### src/rtl/fetch_prefetch_unit_if.sv
// Bundle of the fetch unit's instruction-memory, redirect and decode-side signals.
// master = fetch unit, slave = environment (imem, branch unit, decode stage).
interface fetch_prefetch_unit_if #(
  parameter int XLEN = 32
) ();
  logic            imem_req;
  logic [XLEN-1:0] imem_addr;
  logic            imem_gnt;
  logic            imem_rvalid;
  logic [31:0]     imem_rdata;
  logic            redirect_valid;
  logic [XLEN-1:0] redirect_pc;
  logic            de_valid;
  logic            de_ready;
  logic [31:0]     de_instr;
  logic [XLEN-1:0] de_pc;

  modport master (
    output imem_req, imem_addr, de_valid, de_instr, de_pc,
    input  imem_gnt, imem_rvalid, imem_rdata, redirect_valid, redirect_pc, de_ready
  );

  modport slave (
    input  imem_req, imem_addr, de_valid, de_instr, de_pc,
    output imem_gnt, imem_rvalid, imem_rdata, redirect_valid, redirect_pc, de_ready
  );
endinterface

### src/rtl/fetch_prefetch_unit.sv
// Instruction fetch with credit-limited in-order prefetch queue and redirect flush.
// In-flight responses older than a redirect are counted in discard_reg and dropped.
module fetch_prefetch_unit #(
  parameter int              XLEN     = 32,
  parameter logic [XLEN-1:0] PC_RESET = '0,
  parameter int              DEPTH    = 4
) (
  input logic                   clk,
  input logic                   rst_n,
  fetch_prefetch_unit_if.master bus
);
  localparam int PW = $clog2(DEPTH);
  localparam int CW = PW + 1;
  localparam logic [31:0] NOP = 32'h0000_0013;

  logic [XLEN-1:0] fetch_pc_reg;
  logic [XLEN-1:0] resp_pc_reg;
  logic [PW-1:0]   wr_ptr_reg;
  logic [PW-1:0]   rd_ptr_reg;
  logic [CW-1:0]   count_reg;
  logic [CW-1:0]   outstanding_reg;
  logic [CW-1:0]   discard_reg;

  logic [31:0]     q_instr [DEPTH];
  logic [XLEN-1:0] q_pc    [DEPTH];

  logic [CW:0]     credit_used;
  logic            req;
  logic            grant;
  logic            push;
  logic            pop;
  logic            de_valid;
  logic [XLEN-1:0] redirect_aligned;
  logic [CW-1:0]   rvalid_dec;

  // Queued words plus in-flight requests must fit, so every response has a slot.
  assign credit_used      = {1'b0, count_reg} + {1'b0, outstanding_reg};
  assign req              = rst_n && !bus.redirect_valid && (credit_used < (CW+1)'(DEPTH));
  assign grant            = req && bus.imem_gnt;
  assign push             = bus.imem_rvalid && (discard_reg == '0);
  assign de_valid         = (count_reg != '0);
  assign pop              = de_valid && bus.de_ready;
  assign redirect_aligned = {bus.redirect_pc[XLEN-1:2], 2'b00};
  assign rvalid_dec       = CW'(bus.imem_rvalid);

  assign bus.imem_req  = req;
  assign bus.imem_addr = fetch_pc_reg;
  assign bus.de_valid  = de_valid;
  assign bus.de_instr  = de_valid ? q_instr[rd_ptr_reg] : NOP;
  assign bus.de_pc     = de_valid ? q_pc[rd_ptr_reg] : '0;

  generate
    for (genvar gi = 0; gi < DEPTH; gi++) begin : g_entry
      logic [31:0]     instr_reg;
      logic [XLEN-1:0] pc_reg;

      always_ff @(posedge clk) begin
        if (push && !bus.redirect_valid && (wr_ptr_reg == PW'(gi))) begin
          instr_reg <= bus.imem_rdata;
          pc_reg    <= resp_pc_reg;
        end
      end

      assign q_instr[gi] = instr_reg;
      assign q_pc[gi]    = pc_reg;
    end
  endgenerate

  always_ff @(posedge clk) begin
    if (!rst_n) begin
      fetch_pc_reg    <= PC_RESET;
      resp_pc_reg     <= PC_RESET;
      wr_ptr_reg      <= '0;
      rd_ptr_reg      <= '0;
      count_reg       <= '0;
      outstanding_reg <= '0;
      discard_reg     <= '0;
    end else if (bus.redirect_valid) begin
      // Every request still in flight predates the new PC, so all of it is dropped.
      fetch_pc_reg    <= redirect_aligned;
      resp_pc_reg     <= redirect_aligned;
      wr_ptr_reg      <= '0;
      rd_ptr_reg      <= '0;
      count_reg       <= '0;
      outstanding_reg <= outstanding_reg - rvalid_dec;
      discard_reg     <= outstanding_reg - rvalid_dec;
    end else begin
      if (grant) begin
        fetch_pc_reg <= fetch_pc_reg + XLEN'(4);
      end
      if (push) begin
        resp_pc_reg <= resp_pc_reg + XLEN'(4);
        wr_ptr_reg  <= wr_ptr_reg + PW'(1);
      end
      if (pop) begin
        rd_ptr_reg <= rd_ptr_reg + PW'(1);
      end
      count_reg       <= count_reg + CW'(push) - CW'(pop);
      outstanding_reg <= outstanding_reg + CW'(grant) - rvalid_dec;
      if (bus.imem_rvalid && (discard_reg != '0)) begin
        discard_reg <= discard_reg - CW'(1);
      end
    end
  end
endmodule

### src/flat_wrapper.sv
// flat-port wrapper written by rule: the top's interface ports become plain ports
module fetch_prefetch_unit_flat 
#(
  parameter int              XLEN     = 32,
  parameter logic [XLEN-1:0] PC_RESET = '0,
  parameter int              DEPTH    = 4
)
  (clk, rst_n, bus_imem_req, bus_imem_addr, bus_de_valid, bus_de_instr, bus_de_pc, bus_imem_gnt, bus_imem_rvalid, bus_imem_rdata, bus_redirect_valid, bus_redirect_pc, bus_de_ready);
  fetch_prefetch_unit_if #(.XLEN(XLEN)) bus_i ();
  input logic clk;
  input logic rst_n;
  output wire logic [$bits(bus_i.imem_req)-1:0] bus_imem_req;
  output wire logic [$bits(bus_i.imem_addr)-1:0] bus_imem_addr;
  output wire logic [$bits(bus_i.de_valid)-1:0] bus_de_valid;
  output wire logic [$bits(bus_i.de_instr)-1:0] bus_de_instr;
  output wire logic [$bits(bus_i.de_pc)-1:0] bus_de_pc;
  input wire logic [$bits(bus_i.imem_gnt)-1:0] bus_imem_gnt;
  input wire logic [$bits(bus_i.imem_rvalid)-1:0] bus_imem_rvalid;
  input wire logic [$bits(bus_i.imem_rdata)-1:0] bus_imem_rdata;
  input wire logic [$bits(bus_i.redirect_valid)-1:0] bus_redirect_valid;
  input wire logic [$bits(bus_i.redirect_pc)-1:0] bus_redirect_pc;
  input wire logic [$bits(bus_i.de_ready)-1:0] bus_de_ready;
  assign bus_imem_req = bus_i.imem_req;
  assign bus_imem_addr = bus_i.imem_addr;
  assign bus_de_valid = bus_i.de_valid;
  assign bus_de_instr = bus_i.de_instr;
  assign bus_de_pc = bus_i.de_pc;
  assign bus_i.imem_gnt = bus_imem_gnt;
  assign bus_i.imem_rvalid = bus_imem_rvalid;
  assign bus_i.imem_rdata = bus_imem_rdata;
  assign bus_i.redirect_valid = bus_redirect_valid;
  assign bus_i.redirect_pc = bus_redirect_pc;
  assign bus_i.de_ready = bus_de_ready;
  fetch_prefetch_unit #(.XLEN(XLEN), .PC_RESET(PC_RESET), .DEPTH(DEPTH)) u_core (.clk(clk), .rst_n(rst_n), .bus(bus_i));
endmodule
### config.mk
export PLATFORM = sky130hd
export DESIGN_NAME = fetch_prefetch_unit_flat
export DESIGN_NICKNAME = d
export VERILOG_FILES = /design/src/rtl/fetch_prefetch_unit_if.sv /design/src/rtl/fetch_prefetch_unit.sv /design/src/flat_wrapper.sv
export SDC_FILE = /design/constraint.sdc
export NUM_CORES = 1
export LEC_CHECK = 0
export ABC_AREA = 1
export CORE_MARGIN = 3
export CORE_UTILIZATION = 51
export DETAILED_ROUTE_END_ITERATION = 8
export PLACE_DENSITY = 0.77
export SLEW_MARGIN = 20
export SYNTH_ARGS = -nofsm -noshare
export SYNTH_HDL_FRONTEND = slang
export SYNTH_SLANG_ARGS = --single-unit
### constraint.sdc
create_clock -name clk -period 4.5 [get_ports clk]
set_clock_uncertainty 0.05 [all_clocks]
set_input_delay 0.45 -clock clk [delete_from_list [all_inputs] [get_ports clk]]
set_output_delay 0.45 -clock clk [all_outputs]
set_load 0.01 [all_outputs]
==> metrics.md, run 1 <==
| Metric | Value |
|---|---|
| Status | complete, no violations |
| Die H | 175 µm |
| Post-synthesis sequential area ratio | 0.615 |
| Area grow syn2layout | 21.3% |
| Vias in the first global route | 11112 |
| Critical path class | flop to output port |
| TritonCTS Buffers | 35 |
| Crit share post-route | 0.835 |
| Avg Synthesized Cell Area | 9.38 µm² |
| First-pass GRT wire length | 56200 µm |
| VDD IR max | 0.208 mV |
| Layout Utilization | 0.631 |
| Initial Utilization | 0.520 |
| Multi-input logic area | 0.00485 mm² |
| Fill cells | 2180 |
| Die Width | 175 µm |
| Initial antenna violation count | 0 |
| Endpoints failing hold | 0 |
| Non-Filler Instances | 2098 |
| Worst hold path type | flop to flop |
| Clock tree sinks | 321 |
| Relative slew slack | 0.367 |
| Setup ws final | 0.742 ns |
| Max-cap violations | 0 |
| CP cell instances | buf_4 > nor2_1 > nor2_1 > o21ai_0 > a21oi_1 > clkdlybuf4s50_1 |
| Routed vias | 11348 |
| Antenna cells | 0 |
| Distinct cells, synth | 42 |
| CP max-delay cell | buf_4 |
| Cell repeated most along the worst path | nor2_1 |
| Largest net degree at the start of global routing | 88 |
| Clk Latency, worst-skew pair | 0.52 ns |
| Yosys warnings | 0 |
| Worst-Margin Slew | 0.949 ns |
| Final TNS setup | 0 ns |
| Mapped Area | 0.0145 mm² |
| Placement Rows | 61 |
| Fmax | 266 MHz |
| Io pins | 168 |
| CP max stage delay | 0.82 ns |
| Largest register FFs | 128 |
| WHS | 0.452 ns |
| Layout cells sized above 1 | 0.0599 |
| Slew Viols, Final | 0 |
| Clock Pin Slew Worst Setup and Hold Paths | 0.06 ns |
| Full die area | 0.0305 mm² |
| GP Congestion | 0.890 |
| Seq. cell area | 0.00891 mm² |
| Fin nets | 1782 |
| Final WL | 35200 µm |
| DR pass1 iterations | 6 |
| Number of setup buffers added after CTS | 0 |
| Global route total overflow | 0 |
| Synth Instances | 1544 |
| Inst Count DP | 2035 |
| Detail Placement HPWL | 22100 µm |
| CP endpoint kind | output port |
| Max FO, Critical Path | 87 |
| Initial DRC count | 946 |
| Final setup fails | 0 |
| CP arrival | 3.26 ns |
| Crit path required time | 4.00 ns |
| DRC viols | 0 |
| Vias per inst | 5.41 |
| Pwr/cell area | 399 mW/mm² |
| RSZ-0062 raised after global routing | no |
| H-tree depth | 2 |
| Core box area | 0.0279 mm² |
| Hold-fix buffers, CTS | 0 |
| CTS tree | done |
| Root buffer cell | clkbuf_16 |
| Post-placement setup slack | 1.22 ns |
| IO Port Bufs | 161 |
| GRT Overall Usage | 0.229 |
| Post-DRT Antenna Nets | 0 |
| #FFs+latches synth | 321 |
| WL per Instance | 16.8 µm |
| Post-cts sizing count | 0 |
| Min Tclk post-route | 3.76 ns |
| Longest Clk Path Bufs | 3 |
| Critical path launch point type | flop |
| LEAKAGE | 0.00626 µW |
-- critical path: cells and delay by family (launching register included) --
| kind | cells | cell delay [ns] |
|---|---|---|
| simple gates | 2 | 0.26 |
| flops | 1 | 0.65 |
| buf+inv | 2 | 1.40 |
| compound gates | 2 | 0.38 |
-- Yosys cell counts, drive strengths merged --
cell    number  area share
clkbuf      40       0.010
xor2        12      0.0073
nand2      245       0.064
dfxtp       73        0.10
nand3       69       0.026
nor2       367       0.098
or2          5      0.0022
a31oi       15      0.0065
nand4        9      0.0039
o21bai       2      0.0010
o311ai       3      0.0018
o22ai        3      0.0013
buf         30       0.012
and2         1     0.00043
edfxtp     248        0.51
conb         1     0.00026
o21ai      168       0.058
nand3b       1     0.00052
inv        117       0.031
nor3         4      0.0029
a21oi      106       0.037
fa           2      0.0028
o211ai       3      0.0019
ha          16       0.014
xnor2        4      0.0024
-- cell usage in the layout (no fill, tap or decap), types with 6 or more instances in the layout --
cell,instances
xor2_1,12
edfxtp_1,248
clkbuf_1,8
clkbuf_16,35
a21oi_1,106
nand2_1,242
inv_1,113
nor2_1,353
nor2_4,7
clkdlybuf4s50_1,161
dfxtp_1,71
nand4_1,9
a31oi_1,15
ha_1,16
o21ai_0,166
nand3_1,64
nor2_2,7
clkinv_1,6
buf_4,15
-- per-stage QoR --
stage | cell area [µm²] | power [µW]
floorplan | 14500 | 3890
global placement | 16500 | 4320
detailed placement | 16500 | 4350
CTS | 17600 | 7050
global route | 17600 | 7270
finish | 17600 | 7010
-- final cells by class --
type / instances / share of cell area
clock buffer: 44 / 0.0523
timing repair buffer: 180 / 0.103
inverter: 117 / 0.0253
multi-input combinational: 1039 / 0.276
sequential: 321 / 0.507
clock inverter: 19 / 0.00975
tap: 378 / 0.0269
-- cell families after synthesis --
logic type / Yosys count / share of synthesized area
adder cells (fa/ha/maj): 18 / 0.0166
AND/OR/NAND/NOR: 701 / 0.198
other: 1 / 0.000259
buffers and inverters: 187 / 0.0533
XOR/XNOR: 16 / 0.00967
flip-flops: 321 / 0.615
AO/OA/AOI/OAI: 300 / 0.107
-- where the power goes --
| part | leakage [µW] | switching, µW | internal (µW) |
|---|---|---|---|
| registers | 0.00288 | 96.2 | 3300 |
| clock network | 0.000533 | 1140 | 1580 |
| logic | 0.00284 | 510 | 387 |
| total | 0.00626 | 1740 | 5270 |
-- path summary, 6_finish.rpt --
path                               from                              end  slack, ns  cells after the start
setup / recovery   u_core.rd_ptr_reg[0]                    bus_de_pc[16]       0.74                      6
hold / removal    u_core.discard_reg[1]            u_core.discard_reg[1]       0.45                      2
setup reg to reg  u_core.discard_reg[0]  u_core.g_entry[1].instr_reg[15]       1.67                      8
hold reg to reg   u_core.discard_reg[1]            u_core.discard_reg[1]       0.45                      2
-- metal layers --
| metal | up-vias | share of wire | global-route usage |
|---|---|---|---|
| met5 | - | 0 | 0 |
| met1 | 5311 | 0.41 | 0.309 |
| met2 | 492 | 0.48 | 0.383 |
| li1 | 5486 | - | - |
| met4 | 0 | 0.021 | 0.0675 |
| met3 | 59 | 0.088 | 0.0408 |
(Power assumes the default switching activity.)
==> run 2, diff against run 1 <==
==> constraint.sdc (replaced) <==
create_clock -name clk -period 3.4 [get_ports clk]
set_clock_uncertainty 0.05 [all_clocks]
set_input_delay 0.34 -clock clk [delete_from_list [all_inputs] [get_ports clk]]
set_output_delay 0.34 -clock clk [all_outputs]
set_load 0.01 [all_outputs]
==> metrics.md, run 2 (synthesized netlist as in run 1, its figures left out) <==
| Metric | Value |
|---|---|
| GRT Overall Usage | 0.232 (+0.00331) |
| LEAKAGE | 0.00627 µW (+0.26%) |
| Placed cell areas | 0.0166 mm² (+0.62%) |
| Final Instance Area | 0.0176 mm² (+0.35%) |
| Core box area | 0.0279 mm² (unchanged) |
| Crit path required time | 3.01 ns (-0.99 ns) |
| Max-cap violations | 0 (unchanged) |
| Critical path launch point type | flop |
| Initial Utilization | 0.520 (unchanged) |
| Worst-Margin Slew | 0.818 ns (-0.131 ns) |
| Status | complete, no violations |
| Relative slew slack | 0.454 (+0.0872) |
| Full die area | 0.0305 mm² (unchanged) |
| Fin nets | 1783 (+0.056%) |
| Post-cts sizing count | 0 (unchanged) |
| Min Tclk post-route | 3.06 ns |
| CP arrival | 2.67 ns (-0.59 ns) |
| Io pins | 168 (unchanged) |
| Clk Latency, worst-skew pair | 0.51 ns (about the same) |
| Routed vias | 11392 (+0.39%) |
| Largest register FFs | 128 (unchanged) |
| Longest Clk Path Bufs | 3 (unchanged) |
| Area grow syn2layout | 21.8% |
| GP Congestion | 0.915 (+2.9%) |
| Clock Pin Slew Worst Setup and Hold Paths | 0.06 ns (about the same) |
| Fmax | 326 MHz |
| Layout cells sized above 1 | 0.0599 (about the same) |
| Endpoints failing hold | 0 (unchanged) |
| WL per Instance | 17.0 µm (+1.1%) |
| Final setup fails | 0 (unchanged) |
| Post-DRT Antenna Nets | 0 (unchanged) |
| First-pass GRT wire length | 57100 µm (+1.7%) |
| Vias in the first global route | 11190 (+0.70%) |
| R2R Setup Slk | 1.07 ns (-0.60 ns) |
| IO Port Bufs | 161 (unchanged) |
| Final WL | 35600 µm (+1.1%) |
| Setup crit end | bus_de_instr[4] |
| Root buffer cell | clkbuf_16 |
| Largest net degree at the start of global routing | 106 (+20%) |
| Number of setup buffers added after CTS | 0 (unchanged) |
| Hold-fix buffers, CTS | 0 (unchanged) |
| Final TNS setup | 0 ns (unchanged) |
| Antenna cells | 0 (unchanged) |
| Clock tree sinks | 321 (unchanged) |
| Crit share post-route | 0.901 |
| Slew Viols, Final | 0 (unchanged) |
| RSZ-0062 raised after global routing | no |
| Non-Filler Instances | 2097 (-0.048%) |
| CTS tree | done |
| Global route total overflow | 0 (unchanged) |
| R2R Path Start | u_core.discard_reg[0] |
| Max FO, Critical Path | 72 (-17%) |
| Reg2reg path depth | 7 (-1) |
| Crit path from | u_core.rd_ptr_reg[0] |
| Most frequent cells in the layout | nor2_1, edfxtp_1, nand2_1, o21ai_0, clkdlybuf4s50_1 |
| Die H | 175 µm (unchanged) |
| Inst Count DP | 2037 (+0.098%) |
| Total power | 9160 µW (+31%) |
| Critical path class | flop to output port |
| H-tree depth | 2 (unchanged) |
| Initial DRC count | 1055 (+12%) |
| Pwr/cell area | 519 mW/mm² (+30%) |
| Initial antenna violation count | 0 (unchanged) |
| Detail Placement HPWL | 22600 µm (+2.2%) |
| DRC viols | 0 (unchanged) |
| VDD IR max | 0.334 mV (+60%) |
| Worst hold path type | primary input to flop |
| CP endpoint kind | output port |
| Commonest non-fill, non-tap cell in the layout | nor2_1 |
| DR pass1 iterations | 5 (-1) |
| End of the worst register-to-register path | u_core.g_entry[3].pc_reg[25] |
| Vias per inst | 5.43 (+0.44%) |
| Placement Rows | 61 (unchanged) |
| Die Width | 175 µm (unchanged) |
| TritonCTS Buffers | 34 (-2.9%) |
## run 2: cell types whose count changed in the layout (fill, tap and decap cells not counted), sizes merged
cell and change:
buf +2, clkbuf -3, inv -2, clkinvlp +2
## run 2: area by class of cell
| type | count | area [µm²] |
|---|---|---|
| Tap cell | 378 | 473 |
| Sequential cell | 321 | 8910 |
| Clock buffer | 41 | 887 |
| Fill cell | 2182 | 10200 |
| Multi-Input combinational cell | 1039 | 4850 |
| Timing Repair Buffer | 182 | 1910 |
| Inverter | 117 | 444 |
| Clock inverter | 19 | 163 |
## run 2: worst min path at each step
stage          slack, ns  depth (start not counted)                         endpoint             startpoint
2_1_floorplan       0.39                          0   u_core.g_entry[0].instr_reg[0]      bus_imem_rdata[0]
3_3_place_gp        0.42                          2            u_core.discard_reg[1]  u_core.discard_reg[1]
3_5_place_dp        0.45                          2            u_core.discard_reg[1]  u_core.discard_reg[1]
4_1_cts             0.39                          3          u_core.bus.imem_addr[5]     bus_redirect_pc[5]
5_1_grt             0.40                          1  u_core.g_entry[0].instr_reg[16]     bus_imem_rdata[16]
6_report            0.41                          3          u_core.bus.imem_addr[5]     bus_redirect_pc[5]
## run 2: critical path: stages (launching register included)
cell and delay, ns:
dfxtp_4 0.44, inv_2 0.30, buf_12 0.31, nor2_1 0.08
o311ai_0 0.41, clkdlybuf4s50_1 0.63
## run 2: report_power, final
group	internal (µW)	switching (µW)	total [µW]
Clock	2020	1440	3460
Combinational	523	683	1210
Sequential	4360	124	4490
Total	6910	2250	9160
## run 2: per-stage QoR
stage | setup WS, ns | hold slack [ns] | util
detailed placement | 0.727 | 0.447 | 0.596
global placement | 0.749 | 0.416 | 0.596
CTS | 0.277 | 0.386 | 0.633
finish | 0.337 | 0.406 | 0.633
floorplan | -0.783 | 0.389 | -
global route | 0.162 | 0.404 | 0.633
## run 2: per-layer routing
layer	global-route usage	up-vias	wire, µm
met1	0.316	5344	14800
met4	0.0662	0	757
met3	0.0376	52	2900
li1	-	5487	-
met5	0	-	0
met2	0.389	509	17100
==> run 3, diff against run 2 <==
--- a/config.mk
+++ b/config.mk
@@ -7,9 +7,9 @@
 export LEC_CHECK = 0
 export ABC_AREA = 1
 export CORE_MARGIN = 3
-export CORE_UTILIZATION = 51
+export CORE_UTILIZATION = 35
 export DETAILED_ROUTE_END_ITERATION = 8
-export PLACE_DENSITY = 0.77
+export HOLD_SLACK_MARGIN = 0.06
 export SLEW_MARGIN = 20
 export SYNTH_ARGS = -nofsm -noshare
 export SYNTH_HDL_FRONTEND = slang
==> metrics.md, run 3 (synthesized netlist as in run 1, its figures left out) <==
| Metric | Value |
|---|---|
| Die Width | 209 µm (+20%) |
| Commonest non-fill, non-tap cell in the layout | nor2_1 |
| Core box area | 0.0403 mm² (+45%) |
| CP cell instances | buf_4 > nor2_1 > nor2_1 > o21ai_0 > a21oi_1 > clkdlybuf4s50_1 |
| Clock Pin Slew Worst Setup and Hold Paths | 0.06 ns (about the same) |
| Initial Utilization | 0.360 (-0.160) |
| Largest net degree at the start of global routing | 61 (-42%) |
| Hold Startpoint | bus_redirect_pc[27] |
| CP endpoint kind | output port |
| First-pass GRT wire length | 60100 µm (+5.2%) |
| Hold Path Depth | 3 (unchanged) |
| H-tree depth | 2 (unchanged) |
| Placement Rows | 73 (+20%) |
| Initial DRC count | 752 (-29%) |
| Final setup fails | 0 (unchanged) |
| Slew Viols, Final | 0 (unchanged) |
| Worst-Margin Slew | 0.767 ns (-0.0508 ns) |
| Top delay family on crit path | buffers and inverters |
| Non-Filler Instances | 2254 (+7.5%) |
| Crit path from | u_core.rd_ptr_reg[0] |
| Setup ws final | 0.226 ns (-0.111 ns) |
| Max FO, Critical Path | 41 (-43%) |
| Layout cells sized above 1 | 0.0636 (+0.00370) |
| End of the worst register-to-register path | u_core.g_entry[0].instr_reg[28] |
| Relative slew slack | 0.488 (+0.0331) |
| WL per Instance | 17.0 µm (+0.37%) |
| R2R Path Start | u_core.discard_reg[0] |
| Max-cap violations | 0 (unchanged) |
| Crit share post-route | 0.934 (+0.0326) |
| Longest Clk Path Bufs | 3 (unchanged) |
| Hold-fix buffers, CTS | 0 (unchanged) |
| Hold EP | u_core.bus.imem_addr[27] |
| CP max-delay cell | clkdlybuf4s50_1 |
| Crit path buf inv count | 2 (-1) |
| GRT Overall Usage | 0.171 (-0.0615) |
| TritonCTS Buffers | 37 (+8.8%) |
| VDD IR max | 0.289 mV (-13%) |
| Crit path required time | 3.01 ns (about the same) |
| IO Port Bufs | 161 (unchanged) |
| LEAKAGE | 0.00637 µW (+1.5%) |
| Total power | 9580 µW (+4.6%) |
| WHS | 0.399 ns (-0.00643 ns) |
| RSZ-0062 raised after global routing | no |
| Inst Count DP | 2188 (+7.4%) |
| DRC viols | 0 (unchanged) |
| R2R Setup Slk | 1.09 ns (+0.02 ns) |
| Post-cts sizing count | 0 (unchanged) |
| Number of setup buffers added after CTS | 0 (unchanged) |
| Vias in the first global route | 10906 (-2.5%) |
| Critical path class | flop to output port |
| Final WL | 38400 µm (+7.9%) |
| Vias per inst | 4.96 (-8.7%) |
| Pwr/cell area | 533 mW/mm² (+2.6%) |
| Routed vias | 11183 (-1.8%) |
| Min Tclk post-route | 3.17 ns (+0.111 ns) |
| Die H | 209 µm (+20%) |
| Most frequent cells in the layout | nor2_1, edfxtp_1, nand2_1, o21ai_0, clkdlybuf4s50_1 |
| Layout Utilization | 0.446 (-0.187) |
| Reg2reg path depth | 7 (unchanged) |
| Post-placement setup slack | 0.680 ns (-0.0469 ns) |
| Status | complete, no violations |
| CP arrival | 2.78 ns (+0.11 ns) |
| GP Congestion | 0.849 (-7.2%) |
| Fin nets | 1790 (+0.39%) |
| Endpoints failing hold | 0 (unchanged) |
| Critical path launch point type | flop |
| Area grow syn2layout | 24.1% |
| DR pass1 iterations | 5 (unchanged) |
| Io pins | 168 (unchanged) |
| CTS tree | done |
| Initial antenna violation count | 0 (unchanged) |
| Root buffer cell | clkbuf_16 |
| Clk Latency, worst-skew pair | 0.51 ns (about the same) |
| Clock tree sinks | 321 (unchanged) |
| Full die area | 0.0439 mm² (+44%) |
| Post-DRT Antenna Nets | 0 (unchanged) |
| Worst hold path type | primary input to flop |
| Fmax | 315 MHz (-3.5%) |
| Largest register FFs | 128 (unchanged) |
| Detail Placement HPWL | 24800 µm (+10%) |
| CP max stage delay | 0.61 ns (-0.02 ns) |
| Cell repeated most along the worst path | nor2_1 |
| Antenna cells | 0 (unchanged) |
| Global route total overflow | 0 (unchanged) |
-- run 3: area by class of cell --
cell class	instances	area (µm²)
clock buffers	52	1040
clock inverters	14	143
fillers	3850	22300
inverters	117	444
multi-input cells	1039	4850
flip-flops and latches	321	8910
well taps	525	657
repair buffers	186	1920
-- run 3: worst max path at each step --
stage / to / slack, ns / cells past startpoint
2_1_floorplan: u_core.g_entry[0].instr_reg[0] / -0.78 / 6
3_3_place_gp: u_core.g_entry[0].instr_reg[24] / 0.70 / 6
3_5_place_dp: u_core.g_entry[0].instr_reg[24] / 0.68 / 6
4_1_cts: bus_de_pc[25] / 0.16 / 6
5_1_grt: bus_de_pc[15] / 0.02 / 6
6_report: bus_de_pc[15] / 0.23 / 6
-- run 3: worst min-delay path, cell delays in order --
cell             delay (ns)
clkdlybuf4s50_1        0.44
nand3_1                0.10
nand2_1                0.05
-- run 3: report_power, final --
| part | internal (µW) | switching [µW] | total [µW] |
|---|---|---|---|
| Clock | 2310 | 1530 | 3840 |
| Combinational | 536 | 704 | 1240 |
| Sequential | 4370 | 128 | 4490 |
-- run 3: per-layer routing --
metal  up-vias  global-route usage  part of all wire
met1      5229               0.240              0.45
met2       400               0.277              0.46
met5         -                   0                 0
li1       5499                   -                 -
met4         0              0.0436             0.022
met3        55              0.0277             0.071
-- run 3: stage by stage --
stage / instance area (µm²) / setup TNS, ns
3_3_place_gp: 16800 / 0
5_1_grt: 18000 / 0
4_1_cts: 18000 / 0
2_1_floorplan: 14500 / -194.15
6_report: 18000 / 0
3_5_place_dp: 16800 / 0
